===== src/rtl/valve_pkg.sv =====
// Shared definitions for the latching-solenoid valve driver.
//   state_e       : FSM state encoding (one code per valve sequence phase)
//   Def*          : default timing constants in clk_i cycles
//   state_busy()  : true for the dead-time and pulse phases
package valve_pkg;

    typedef enum logic [2:0] {
        StClosed  = 3'd0,
        StDeadO   = 3'd1,
        StPulseO  = 3'd2,
        StOpened  = 3'd3,
        StDeadC   = 3'd4,
        StPulseC  = 3'd5,
        StLockout = 3'd6,
        StFault   = 3'd7
    } state_e;

    localparam int unsigned DefCntW         = 16;
    localparam int unsigned DefDeadCycles   = 4;
    localparam int unsigned DefPulseCycles  = 50;
    localparam int unsigned DefMinOffCycles = 200;
    localparam int unsigned DefMaxOnCycles  = 60000;

    // A sequence is "in progress" whenever the H-bridge is either settling or driving.
    function automatic logic state_busy(input state_e s);
        return (s == StDeadO) || (s == StPulseO) || (s == StDeadC) || (s == StPulseC);
    endfunction

endpackage


===== src/rtl/valve_timer.sv =====
// Loadable saturating down-counter used for phase timing and the on-time watchdog.
//   clk_i, rst_ni : clock, asynchronous active-low reset
//   load_i        : load value_i this cycle (wins over en_i)
//   en_i          : count down by one while nonzero
//   value_i       : load value
//   done_o        : counter currently holds 1 (last cycle of the loaded interval)
module valve_timer #(
    parameter int unsigned CntW     = 16,
    parameter int unsigned ResetVal = 0
) (
    input  logic            clk_i,
    input  logic            rst_ni,
    input  logic            load_i,
    input  logic            en_i,
    input  logic [CntW-1:0] value_i,
    output logic            done_o
);

    logic [CntW-1:0] cnt_q, cnt_d;

    // Stops at zero, so a zero load never produces done_o and never wraps.
    always_comb begin
        cnt_d = cnt_q;
        if (load_i) begin
            cnt_d = value_i;
        end else if (en_i && (cnt_q != '0)) begin
            cnt_d = cnt_q - CntW'(1);
        end
    end

    always_ff @(posedge clk_i or negedge rst_ni) begin
        if (!rst_ni) begin
            cnt_q <= CntW'(ResetVal);
        end else begin
            cnt_q <= cnt_d;
        end
    end

    assign done_o = (cnt_q == CntW'(1));

endmodule


===== src/rtl/valve_driver.sv =====
// H-bridge back-end for a latching solenoid valve.
// Turns the level watering request into timed open/close pulses with break-before-make
// dead time, a post-close lockout and a maximum-on watchdog.
//   clk_i, rst_ni  : clock, asynchronous active-low reset (release expected synchronous)
//   water_req_i    : 1 = valve should be open
//   fault_clr_i    : single-cycle pulse clearing a latched watchdog fault
//   drive_open_o   : H-bridge open-direction drive
//   drive_close_o  : H-bridge close-direction drive
//   valve_open_o   : valve believed open
//   busy_o         : dead-time or pulse sequence in progress
//   fault_o        : watchdog tripped, latched until fault_clr_i in the fault state
module valve_driver
    import valve_pkg::*;
#(
    parameter int unsigned CntW         = DefCntW,
    parameter int unsigned DeadCycles   = DefDeadCycles,   // >= 1
    parameter int unsigned PulseCycles  = DefPulseCycles,  // >= 1
    parameter int unsigned MinOffCycles = DefMinOffCycles, // 0 = no lockout
    parameter int unsigned MaxOnCycles  = DefMaxOnCycles   // 0 = watchdog off
) (
    input  logic clk_i,
    input  logic rst_ni,
    input  logic water_req_i,
    input  logic fault_clr_i,
    output logic drive_open_o,
    output logic drive_close_o,
    output logic valve_open_o,
    output logic busy_o,
    output logic fault_o
);

    localparam bit NoLockout = (MinOffCycles == 0);

    state_e state_q, state_d;
    logic   fault_q, fault_d;
    logic   drive_open_q, drive_close_q, valve_open_q, busy_q;

    logic            st_load, st_done;
    logic [CntW-1:0] st_value;
    logic            wd_load, wd_en, wd_done;

    // Phase timer: reloaded on every state change, so each timed state lasts exactly
    // its programmed number of cycles. Reset state is DEAD_C, hence the reset value.
    valve_timer #(
        .CntW     (CntW),
        .ResetVal (DeadCycles)
    ) u_state_timer (
        .clk_i   (clk_i),
        .rst_ni  (rst_ni),
        .load_i  (st_load),
        .en_i    (1'b1),
        .value_i (st_value),
        .done_o  (st_done)
    );

    // Watchdog: loaded on entry to OPENED and only counts while there.
    valve_timer #(
        .CntW     (CntW),
        .ResetVal (0)
    ) u_on_timer (
        .clk_i   (clk_i),
        .rst_ni  (rst_ni),
        .load_i  (wd_load),
        .en_i    (wd_en),
        .value_i (CntW'(MaxOnCycles)),
        .done_o  (wd_done)
    );

    // Next state. water_req_i is only looked at in CLOSED and OPENED, so a pulse that
    // has started always runs to completion.
    always_comb begin
        state_d = state_q;
        fault_d = fault_q;
        unique case (state_q)
            StClosed: begin
                if (water_req_i) state_d = StDeadO;
            end
            StDeadO: begin
                if (st_done) state_d = StPulseO;
            end
            StPulseO: begin
                if (st_done) state_d = StOpened;
            end
            StOpened: begin
                // Watchdog wins over a simultaneous request drop.
                if (wd_done) begin
                    fault_d = 1'b1;
                    state_d = StDeadC;
                end else if (!water_req_i) begin
                    state_d = StDeadC;
                end
            end
            StDeadC: begin
                if (st_done) state_d = StPulseC;
            end
            StPulseC: begin
                if (st_done) begin
                    if (fault_q)        state_d = StFault;
                    else if (NoLockout) state_d = StClosed;
                    else                state_d = StLockout;
                end
            end
            StLockout: begin
                if (st_done) state_d = StClosed;
            end
            StFault: begin
                if (fault_clr_i) begin
                    fault_d = 1'b0;
                    state_d = NoLockout ? StClosed : StLockout;
                end
            end
            default: begin
                state_d = StDeadC;
            end
        endcase
    end

    // Timer control derived from the upcoming state.
    always_comb begin
        st_load  = (state_d != state_q);
        st_value = '0;
        unique case (state_d)
            StDeadO, StDeadC:   st_value = CntW'(DeadCycles);
            StPulseO, StPulseC: st_value = CntW'(PulseCycles);
            StLockout:          st_value = CntW'(MinOffCycles);
            default:            st_value = '0;
        endcase
        wd_load = (state_d == StOpened) && (state_q != StOpened);
        wd_en   = (state_q == StOpened);
    end

    // Outputs are decoded from the next state and registered, so they change on the
    // same edge as the state.
    always_ff @(posedge clk_i or negedge rst_ni) begin
        if (!rst_ni) begin
            state_q       <= StDeadC;
            fault_q       <= 1'b0;
            drive_open_q  <= 1'b0;
            drive_close_q <= 1'b0;
            valve_open_q  <= 1'b0;
            busy_q        <= 1'b1;
        end else begin
            state_q       <= state_d;
            fault_q       <= fault_d;
            drive_open_q  <= (state_d == StPulseO);
            drive_close_q <= (state_d == StPulseC);
            valve_open_q  <= (state_d == StOpened);
            busy_q        <= state_busy(state_d);
        end
    end

    assign drive_open_o  = drive_open_q;
    assign drive_close_o = drive_close_q;
    assign valve_open_o  = valve_open_q;
    assign busy_o        = busy_q;
    assign fault_o       = fault_q;

endmodule


===== config.mk =====
export PLATFORM = sky130hd
export DESIGN_NAME = valve_driver
export DESIGN_NICKNAME = d
export VERILOG_FILES = /design/src/rtl/valve_pkg.sv /design/src/rtl/valve_timer.sv /design/src/rtl/valve_driver.sv
export SDC_FILE = /design/constraint.sdc
export NUM_CORES = 1
export LEC_CHECK = 0
export BUFFER_PORTS_ARGS = -buffer_cell sky130_fd_sc_hd__clkbuf_2
export CORE_MARGIN = 2
export CORE_UTILIZATION = 45
export DETAILED_ROUTE_END_ITERATION = 8
export SLEW_MARGIN = 20
export SYNTH_ARGS = -nofsm -noshare
export SYNTH_HDL_FRONTEND = slang
export SYNTH_SLANG_ARGS = --single-unit

===== constraint.sdc =====
create_clock -name clk_i -period 2.9 [get_ports clk_i]
set_input_delay 0 -clock clk_i [delete_from_list [all_inputs] [get_ports clk_i]]
set_output_delay 0 -clock clk_i [all_outputs]
set_load 0.03 [all_outputs]

---- Yosys cells after proc, flatten, opt, wreduce, memory -nomap -nowiden ----
Index checks and enable logic that the tools add are counted.
cells by class
  equality and inequality tests ........... 19
  add/sub/neg operators ................... 2
  reduce and logical (&&, ||, !) cells .... 14
  muxes and demuxes ....................... 19
operators with widths
  operator                                                                count
  16-bit 2-to-1 mux                                                       4
  16-bit by 1-bit equality test with 1-bit output, second input constant  2
  16-bit nonzero test                                                     2
  16-bit by 1-bit subtractor with 16-bit output, second input constant    2
  3-bit 2-to-1 mux                                                        9
  3-bit case mux with 8 select lines                                      1
  8-bit case mux with 3 select lines                                      1
  3-bit equality test, second input constant                              7
  3-bit by 2-bit equality test with 1-bit output, second input constant   4
  3-bit by 1-bit equality test with 1-bit output, second input constant   2
  2-bit nonzero test                                                      3
  2-bit != test, second input constant                                    2
  2-bit OR reduction                                                      2
  3-bit logical NOT                                                       1
  1-bit logical OR                                                        3
  1-bit 2-to-1 mux                                                        3
  3-bit by 2-bit != test with 1-bit output, second input constant         1
  3-bit != test                                                           1
  3-bit AND reduction                                                     1
  1-bit logical AND                                                       2
  1-bit case mux with 2 select lines                                      1
storage, ports and cells
  input port bits ......................... 4
  logic and storage cells ................. 62
  register bits after elaboration ......... 40
  output and inout port bits .............. 5

---- Longest topological paths before layout ----
Gate-level depths: netlist (run 1).
  word-level depth ........................ 7
  gate-level depth with buffers ........... 9
  depth with buffers taken out ............ 9

---- By module ----
From an unflattened synthesis (run 1), not the netlist that was laid out.
unflattened totals
  cell total of the unflattened synthesis .. 327
  area total of the unflattened synthesis .. 2762.6 um^2
modules (own cells, without submodules)
  module                        cells each  seq. area each (um^2)  instances  area an instance (um^2)
  valve_timer at u_state_timer  132         401.6                  1          1103.6
  valve_timer at u_on_timer     132         400.4                  1          1102.3
  valve_driver                  63          202.7                  1          556.8

---- Worst setup path before layout (run 1) ----
OpenSTA, ideal clock, no wires.
  path type ............................... register to register
  start point ............................. register u_state_timer.cnt_q[1]
  end point ............................... register u_state_timer.cnt_q[4]
  slack ................................... 0.518 ns
  required time ........................... 2.773 ns
  arrival ................................. 2.255 ns
  cell stages (with the launch flop) ...... 9
  setup time .............................. 0.127 ns
  path buffers ............................ 0
  period minus slack after synthesis ...... 2.382 ns
  path through ............................ dfrtp_1 -> inv_1 -> ha_1 -> or4b_2 -> o41ai_1 -> o221ai_2 -> o211a_1 -> a211oi_2 -> nor2_1
on the way
  longest elaborated chain between the ends .. 7
  elaborated cells between the ends (all ways) .. 21
  those cells by class .................... 1 x add/sub; 7 x eq/ne; 9 x mux; 4 x reduce/logical
RTL lines
  item                                                                          line                 RTL
  start: declaration                                                            valve_timer.sv:19    logic [CntW-1:0] cnt_q, cnt_d;
  start signal: assignment                                                      valve_timer.sv:33    cnt_q <= CntW'(ResetVal);
  start signal: assignment                                                      valve_timer.sv:35    cnt_q <= cnt_d;
  16-bit by 1-bit equality test with 1-bit output                               valve_timer.sv:39    assign done_o = (cnt_q == CntW'(1));
  3-bit 2-to-1 mux, on equally long branches                                    --
  3-bit case mux with 8 select lines                                            valve_driver.sv:74   unique case (state_q)
  3-bit by 2-bit equality test with 1-bit output, or another cell as far along  valve_driver.sv:122  unique case (state_d)
  2-bit OR reduction                                                            valve_driver.sv:122
  8-bit case mux with 3 select lines                                            valve_driver.sv:122
  16-bit 2-to-1 mux                                                             valve_timer.sv:24    if (load_i) begin
Parallel ways exist; a longest one is shown, timed or not. The select of a mux whose other input is x is not followed.
A chain may end at the register's enable or synchronous reset.

---- Worst setup path in the final report (run 1) ----
  start point ............................. register u_state_timer.cnt_q[1]
  end point ............................... register u_state_timer.cnt_q[1]
The elaborated chain is that of the path after synthesis.

==> results of run 1 <==
kinds of logic (layout without fill, tap and decap cells):
kind of cell / after synthesis / count (layout)
AO/OA/AOI/OAI: 43 / 43
XOR/XNOR: 28 / 28
adder cells (fa/ha/maj): 6 / 6
buffers and inverters: 16 / 35
flip-flops: 40 / 40
multiplexers: 2 / 2
AND/OR/NAND/NOR: 113 / 113
per-stage QoR:
step	area (µm²)	setup WS [ns]
final	2620	0.268
after global routing	2620	0.0910
after CTS	2620	0.275
after detailed placement	2530	0.306
after global placement	2530	0.404
after floorplan	2360	0.518
synth_stat cells, types with 2 or more instances:
cell      instances
dfrtp_1          37
nor2_1           35
xor2_1           22
nand2_1          19
o21ai_0          11
a21oi_1           8
inv_1             8
nand3_1           8
nor3_1            8
nor2b_1           7
ha_1              6
or4_1             6
xnor2_1           6
nand3b_1          5
nand4_1           5
and3_1            4
clkbuf_1          4
dfstp_2           3
nand4b_1          3
nor4_1            3
a211oi_1          2
a221oi_2          2
a311oi_1          2
a31oi_1           2
buf_2             2
o211a_1           2
o211ai_1          2
or3_1             2
power by group:
part	switching, mW	internal, mW	total, mW
combinational	0.865	0.667	1.53
clock	0.191	0.164	0.355
sequential	0.317	0.817	1.13
placed cells by master, fill, tap and decap left out, drive strengths merged, types with 3 or more instances in the layout:
master  instances
dfrtp          37
nor2           35
xor2           22
nand2          19
clkbuf         13
o21ai          11
buf            11
inv             9
nor3            8
a21oi           8
nand3           8
nor2b           7
or4             7
xnor2           6
ha              6
nand4           5
nand3b          5
and3            4
nor4            4
nand4b          3
dfstp           3
a211oi          3
o211ai          3
per-layer routing:
layer | up-vias | GRT usage [%]
met5 | - | 0
met1 | 868 | 25.2
met3 | 8 | 3.20
li1 | 930 | -
met2 | 38 | 28.5
met4 | 0 | 7.27
registers in the layout, summed over array words and instances (netlist names):
signal	count
state_q	3
valve_open_o	1
busy_o	1
drive_open_o	1
fault_o	1
u_on_timer.cnt_q	16
drive_close_o	1
u_state_timer.cnt_q	16
worst paths after layout:
check                      depth (start not counted)                endpoint  slack, ns
max                                                8  u_state_timer.cnt_q[1]       0.27
min                                                4                 fault_o       0.06
max reg2reg                                        8  u_state_timer.cnt_q[1]       0.27
min reg2reg                                        1     u_on_timer.cnt_q[0]       0.51
max in group asynchronous                          2     u_on_timer.cnt_q[5]       1.96
min in group asynchronous                          2           drive_close_o       0.37
layout make-up:
class                           count  area share (%)
Tap cell                           70            3.34
Timing Repair Buffer               19            4.78
Clock buffer                        6            2.77
Sequential cell                    40            38.3
Inverter                            9            1.29
Clock inverter                      1           0.191
Multi-Input combinational cell    192            49.3
worst max-delay path: stages, from the launching register on:
cell and delay (ns):
dfrtp_1 0.42, inv_1 0.12, ha_1 0.16, or4b_2 0.61, o41ai_1 0.33, o221ai_2 0.18
o211a_1 0.31, a211oi_2 0.31, a21oi_1 0.08
==> flow_metrics.tcl, run 1 <==
set metrics [dict create \
    clock-root-buffer "clkbuf_8" \
    path_clk_slew_ns 0.08 \
    cts_tree "built" \
    synth_cell_type_count 52 \
    insertion_delay_ns 0.30 \
    cp_max_fo 5 \
    cts_resized 0 \
    cts_sinks 40 \
    synth_top_area_share_pct 39.3 \
    critPathRequiredTime_ns 3.07 \
    r2r_start "u_state_timer.cnt_q[1]" \
    die_w_um 76.4 \
    critical_path_class "register to register" \
    synthTopCellsByArea "dfrtp_1 39%, xor2_1 8.2%, nor2_1 5.6%, dfstp_2 3.3%, ha_1 3.2%" \
    met3_length_um 185 \
    min_period_over_period_pct 90.8 \
    finalSetupViolCount 0 \
    fillCellCount 498 \
    met1_length_um 2410 \
    min_from "fault_clr_i" \
    hold_buffers 1 \
    cap_violations 0 \
    timing.final.hold_violations 0 \
    dieArea_um2 5840 \
    ys_dominant_reg_cell "dfrtp_1" \
    fin_tns_setup_ns 0 \
    io_buffers 8 \
    grt_setup_unrepaired "no" \
    slew_headroom_pct 39.3 \
    via_count 1844 \
    via_per_inst 5.47 \
    synth_compound_area_share_pct 15.0 \
    wl_per_cell_um 14.9 \
    final_util_pct 51.6 \
    status "completed" \
    final-max-slew-violation-count 0 \
    p_leak_nw 1.17 \
    initial_utilization_pct 46.5 \
    syn_to_final_growth_pct 11.1 \
    grt_usage_pct 18.2 \
    synthSimpleGateAreaFrac_pct 25.3 \
    power_density_nw_per_um2 1150 \
    final_cells 337 \
    drtPass1Iterations 4 \
    cp.arrival_ns 2.81 \
    place_congestion 0.848 \
    routed_wl_um 5010 \
    grt_pass1_vias 1789 \
    ant_nets 0 \
    wl_met2_um 2340 \
    grt_max_degree 41 \
    io-pin-count 9 \
    period_needed_ns 2.63 \
    cts_setup_buffers 0 \
    hpwl_um 3480 \
    cts_max_level 2 \
    worst_setup_path_start_kind "register" \
    startpoint "u_state_timer.cnt_q[1]" \
    fp-row-count 26 \
    die_h_um 76.4 \
    total_power_mw 3.02 \
    dp_cells 329 \
    end_kind "register" \
    synth-seq-cells 40 \
    top_layer "met4" \
    ir_drop_uv 656 \
    timing.fmax_mhz 380 \
    synth_edf_count 0 \
    syn_nets 258 \
    netlist_area_um2 2360 \
    drt_iter0_markers 132 \
    synth_top_area_cell "dfrtp_1" \
    yosysWarnings 0 \
    async_flop_share_pct 100 \
    synth-seq-area-share_pct 42.6 \
    cts_buffers 5 \
    antenna_found_initial 0 \
    synth_xor_area_share_pct 10.4 \
    tightest_slew_ns 0.910 \
    holdWs_ns 0.0577 \
    synth_top_family_by_area "simple AND/OR/NAND/NOR gates" \
    nets 277 \
    hold_class "input port to register" \
    antenna_cells 0 \
    clock_path_buffers 2 \
    synthCells 248 \
    core_um2 5070 \
    synthAdderAreaFrac_pct 3.18 \
    regArea_um2 1000 \
    drive_above_1_share_pct 15.7 \
    grt_pass1_wl_um 8540 \
    grt-ovfl-total 0 \
    syn_area_per_cell_um2 9.51 \
    multi_input_area_um2 1290 \
    synthMuxAreaShare_pct 0.902 \
    skew_ns 0.0112 \
    drc 0 \
]
(Power assumes the default switching activity.)
==> run 2, diff against run 1 <==
- SYNTH_HIERARCHICAL: default -> 1
==> run 2 against run 1 <==
Against the previous run: the flow now finishes with violations (negative setup slack); power decreased by 34%; sequential power decreased by 26%; critical path depth increased by 4; fmax decreased by 13%.
==> flow_metrics.tcl, run 2 <==
set metrics [dict create \
    final_common_cell "buf_4" \
    synth_top_area_cell "dfrtp_1" \
    period_needed_ns 3.02 \
    fin_tns_setup_ns -0.983 \
    syn_to_final_growth_pct 34.1 \
    path_clk_slew_ns 0.09 \
    worst_setup_path_start_kind "register" \
    skew_ns 0.0126 \
    synthCells 327 \
    violations "negative setup slack" \
    ir_drop_uv 278 \
    synthTopCellsByArea "dfrtp_1 34%, nor2_1 5.4%, nand2_1 4.1%, o21ai_0 3.6%, a31oi_1 3.4%" \
    grt-ovfl-total 0 \
    synth_cell_type_count 60 \
    drive_above_1_share_pct 30.3 \
    fp-row-count 28 \
    cp.arrival_ns 3.23 \
    fillCellCount 535 \
    finalSetupViolCount 14 \
    grt_usage_pct 22.9 \
    cts_buffers 5 \
    clock-root-buffer "clkbuf_8" \
    die_h_um 82.4 \
    insertion_delay_ns 0.30 \
    nets 429 \
    clock_path_buffers 2 \
    startpoint "u_state_timer/cnt_q[10]" \
    dp_cells 471 \
    synth_most_common_cell "nor2_1" \
    reg.largest.list "u_on_timer/cnt_q (16), u_state_timer/cnt_q (16), state_q (3)" \
    ys_dominant_reg_cell "dfrtp_1" \
    synth-seq-area-share_pct 36.4 \
    netlist_area_um2 2760 \
    synth_top_area_share_pct 33.5 \
    timing.final.hold_violations 0 \
    end_kind "register" \
    core_um2 5920 \
    setup_slack_ns -0.123 \
    p_leak_nw 1.53 \
    yosysWarnings 6 \
    grt_util_met2_pct 37.8 \
    wl_per_cell_um 14.5 \
    slew_headroom_pct 39.4 \
    grt_max_degree 41 \
    final_cells 497 \
    grt_setup_unrepaired "yes" \
    grt_pass1_wl_um 12000 \
    mostFrequentLayoutCells "52 x buf_4, 38 x nor2_1, 37 x dfrtp_1, 33 x conb_1, 29 x nand2_1" \
    synth-seq-cells 40 \
    power_density_nw_per_um2 541 \
    cts_max_level 2 \
    async_flop_share_pct 100 \
    hold_class "input port to register" \
    synth_edf_count 0 \
    cap_violations 0 \
    antenna_cells 0 \
    drtPass1Iterations 4 \
    timing.fmax_mhz 331 \
    syn_area_per_cell_um2 8.45 \
    final_util_pct 62.6 \
    tightest_slew_ns 0.909 \
    critPathRequiredTime_ns 3.11 \
    hpwl_um 4850 \
    die_w_um 82.4 \
    drc 0 \
    status "finished with violations" \
    fin_area_um2 3700 \
    min_from "water_req_i" \
    ant_nets 0 \
    routed_wl_um 7220 \
    io-pin-count 9 \
    cts_sinks 40 \
    gr-max-usage-layer "met2" \
    place_congestion 0.821 \
    min_period_over_period_pct 104 \
    ys_top_cells_by_count "40 x nor2_1, 37 x dfrtp_1, 30 x nand2_1" \
    cp_max_fo 5 \
    dieArea_um2 6780 \
    critical_path_class "register to register" \
    via_per_inst 5.61 \
    total_power_mw 2.00 \
    r2r_start "u_state_timer/cnt_q[10]" \
    detailed_place.area_um2 3290 \
    initial_utilization_pct 46.7 \
    grt_pass1_vias 2530 \
    antenna_found_initial 0 \
    final-max-slew-violation-count 0 \
    use_met3_pct 3.04 \
    via_count 2786 \
    cts_tree "built" \
    grt_use_met1_pct 30.9 \
    drt_iter0_markers 208 \
    io_buffers 8 \
]
## run 2: changes by cell type after synthesis, sizes merged, moves of 6 or more
cell	delta
xor2	-22
a31oi	+13
inv	+11
nand2	+11
o21ai	+10
clkbuf	+8
o311ai	+7
or4	+7
or3	+6
xnor2	-6
## run 2: cells by family (layout without fill, tap and decap cells)
| logic type | after synthesis | count (layout) | synth area share [%] |
|---|---|---|---|
| and+or+nand+nor | 155 | 155 | 31.8 |
| AOI/OAI and AO/OA | 87 | 88 | 22.6 |
| DFF | 40 | 40 | 36.4 |
| buffers and inverters | 37 | 100 | 6.39 |
| adders and majority gates | 4 | 4 | 1.81 |
| other | 2 | 33 | 0.272 |
| muxes | 2 | 2 | 0.770 |
## run 2: what timing repair did
| item | 4_1_cts | 5_1_grt |
|---|---|---|
| cloned | 1 | 0 |
| pin swaps | 5 | 10 |
| setup buffers | 8 | 8 |
| resized for setup | 15 | 25 |
| hold buffers | 1 | 0 |
| endpoints found under the hold margin | 37 | 0 |
| setup endpoints to repair | 15 | 22 |
## run 2: path summary, 6_finish.rpt
check | end | cells past startpoint | slack (ns)
worst max-delay path | u_state_timer/cnt_q[6] | 12 | -0.12
worst min-delay path | state_q[0] | 3 | 0.03
worst max register to register | u_state_timer/cnt_q[6] | 12 | -0.12
worst min register to register | u_on_timer/cnt_q[4] | 2 | 0.58
max in group asynchronous | u_on_timer/cnt_q[11] | 2 | 1.96
min in group asynchronous | drive_open_o | 2 | 0.37
## run 2: routing by layer
layer  up-vias  share of wire (%)
met1      1339                 47
met2        34                 49
li1       1399                  -
met5         -                  0
met3        14                1.8
met4         0                1.9
## run 2: critical path, stage by stage, from the launching register on
cell and delay [ns]:
dfrtp_1 0.39, or4_4 0.54, or3_4 0.40, nor2_4 0.10, buf_6 0.13, nor3b_2 0.05
a311oi_2 0.28, nor3_2 0.11, a221o_2 0.47, or2b_1 0.23, o21ai_1 0.12, a31oi_1 0.06
o31ai_1 0.08
## run 2: where the power goes
part / switching (mW) / total (mW) / internal, mW
logic: 0.338 / 0.661 / 0.323
registers: 0.141 / 0.832 / 0.691
clock network: 0.204 / 0.508 / 0.304
total: 0.683 / 2.00 / 1.32
## run 2: through the flow
| step | setup WS (ns) | hold WS, ns |
|---|---|---|
| 4_1_cts | -0.0870 | 0.0120 |
| 2_1_floorplan | -0.0919 | -0.296 |
| 3_3_place_gp | -0.181 | 0.226 |
| 5_1_grt | -0.246 | 0.0335 |
| 3_5_place_dp | -0.273 | 0.234 |
| 6_report | -0.123 | 0.0332 |
## run 2: cell type report
type | count | area, µm² | area share, %
tap | 75 | 93.8 | 2.53
clock buffer | 7 | 96.3 | 2.60
timing repair buffer | 72 | 573 | 15.5
sequential | 40 | 1000 | 27.1
multi-input combinational | 282 | 1830 | 49.3
clock inverter | 1 | 30.0 | 0.811
inverter | 20 | 78.8 | 2.13
==> run 3, diff against run 2 <==
- CTS_BUF_LIST: default -> sky130_fd_sc_hd__clkbuf_8
- MAX_ROUTING_LAYER: default -> met4
==> run 3 against run 2 <==
Against the previous run: the run still ends with negative setup slack left; cell count up 0.20%; first-iteration DRC count fell by 26%; via count rose by 0.97%; non-clock buffer count up 1; wire length rose by 3.3%; power shrank 0.12%; clock power fell by 10%; combinational power is 8.6% higher; worst hold slack improved by 0.0024 ns; die area is the same; count of clock-buffer cells in the layout is 2 lower; sequential cell count is the same.
==> flow_metrics.tcl, run 3 (synthesis results as in run 2) <==
set metrics [dict create \
    status "finished with violations" \
    violations "negative setup slack" \
    wl_per_cell_um 15.0 \
    final-max-slew-violation-count 0 \
    grt_util_met2_pct 40.8 \
    insertion_delay_ns 0.30 \
    period_needed_ns 3.05 \
    min_period_over_period_pct 105 \
    grt_pass1_wl_um 12200 \
    drtPass1Iterations 4 \
    whs_path_depth 3 \
    slew_headroom_pct 38.4 \
    final_common_cell "buf_4" \
    min_from "water_req_i" \
    ant_nets 0 \
    p_leak_nw 1.51 \
    finalSetupViolCount 16 \
    grt_usage_pct 24.0 \
    core_um2 5920 \
    power_density_nw_per_um2 537 \
    setup_slack_ns -0.154 \
    cts_buffers 5 \
    fp-row-count 28 \
    via_count 2813 \
    holdWs_ns 0.0356 \
    critical_path_class "register to register" \
    clock_path_buffers 2 \
    min_to "state_q[0]" \
    drive_above_1_share_pct 31.4 \
    die_w_um 82.4 \
    antenna_found_initial 0 \
    skew_ns 0.0114 \
    grt_setup_unrepaired "yes" \
    place_congestion 0.827 \
    tightest_slew_ns 0.924 \
    clock-root-buffer "clkbuf_8" \
    cap_violations 0 \
    reg.largest.list "u_on_timer/cnt_q (16), u_state_timer/cnt_q (16), state_q (3)" \
    grt-ovfl-total 0 \
    nets 430 \
    path_clk_slew_ns 0.09 \
    initial_utilization_pct 46.7 \
    ir_drop_uv 416 \
    io_buffers 8 \
    io-pin-count 9 \
    cp.arrival_ns 3.23 \
    cp_max_fo 5 \
    hold_class "input port to register" \
    die_h_um 82.4 \
    rr_worst_depth 12 \
    timing.fmax_mhz 327 \
    use_met3_pct 4.89 \
    worst_setup_path_start_kind "register" \
    critPathRequiredTime_ns 3.08 \
    hpwl_um 4980 \
    antenna_cells 0 \
    fillCellCount 504 \
    mostFrequentLayoutCells "56 x buf_4, 37 x nor2_1, 37 x dfrtp_1, 33 x conb_1, 27 x nand2_1" \
    gr-max-usage-layer "met2" \
    end_kind "register" \
    grt_pass1_vias 2729 \
    cts_sinks 40 \
    final_util_pct 62.9 \
    routed_wl_um 7460 \
    drc 0 \
    drt_iter0_markers 153 \
    via_per_inst 5.65 \
    cts_tree "built" \
    syn_to_final_growth_pct 34.8 \
    timing.final.hold_violations 0 \
    r2r_start "u_state_timer/cnt_q[7]" \
    grt_use_met1_pct 27.3 \
    r2r-end "u_state_timer/cnt_q[4]" \
    dieArea_um2 6780 \
    cts_max_level 2 \
    grt_max_degree 41 \
    rrSetupSlack_ns -0.15 \
]
-- run 3: timing repair --
item                       4_1_cts  5_1_grt
hold buffers                     1        0
gates resized for setup         27       13
hold endpoints to repair        37        0
buffers inserted                 5        9
pin swaps                        8        4
gates cloned                     2        1
setup endpoints to repair       15       24
-- run 3: metal layers --
layer | wire (µm) | vias to the layer above
met3 | 220 | 16
met4 | 178 | 0
met1 | 3290 | 1351
met5 | 0 | -
li1 | - | 1390
met2 | 3770 | 56
-- run 3: power breakdown --
group | leakage [nW] | internal [mW] | switching, mW | total [mW]
Clock | 0.0593 | 0.252 | 0.203 | 0.455
Sequential | 0.441 | 0.692 | 0.135 | 0.826
Combinational | 1.01 | 0.346 | 0.372 | 0.718
Total | 1.51 | 1.29 | 0.710 | 2.00
-- run 3: critical path: stages (launching register included) --
cell      delay (ns)
dfrtp_1         0.40
or4_4           0.52
or3_4           0.40
nor2_4          0.09
buf_6           0.13
nor3b_2         0.06
a311oi_4        0.28
nor3_4          0.09
buf_4           0.14
a221o_1         0.39
and2_4          0.18
a31oi_4         0.14
o41ai_2         0.09
-- run 3: cell type report --
type                       instances  area [µm²]  area share, %
clock buffer                       5        68.8           1.85
clock inverter                     3        38.8           1.04
inverter                          20        81.3           2.18
multi-input combinational        282        1860           49.9
sequential                        40        1000           27.0
tap                               75        93.8           2.52
timing repair buffer              73         577           15.5
-- run 3: how the worst max path moves through the flow --
| stage | start | to |
|---|---|---|
| after floorplan | u_state_timer/cnt_q[5] | u_state_timer/cnt_q[6] |
| after global routing | u_on_timer/cnt_q[11] | u_state_timer/cnt_q[9] |
| after global placement | u_on_timer/cnt_q[11] | u_state_timer/cnt_q[5] |
| after detailed placement | u_on_timer/cnt_q[11] | u_state_timer/cnt_q[5] |
| after CTS | u_state_timer/cnt_q[7] | u_state_timer/cnt_q[6] |
| final | u_state_timer/cnt_q[7] | u_state_timer/cnt_q[4] |
-- run 3: metrics by stage --
step	TNS [ns]	power, mW	area (µm²)	setup slack, ns	std cells
6_report	-1.33	2.00	3720	-0.154	498
5_1_grt	-3.73	2.13	3720	-0.241	498
3_5_place_dp	-1.47	1.45	3300	-0.175	472
3_3_place_gp	-0.494	1.44	3300	-0.131	472
2_1_floorplan	-0.804	1.21	2910	-0.0919	358
4_1_cts	-0.369	1.96	3580	-0.0723	488
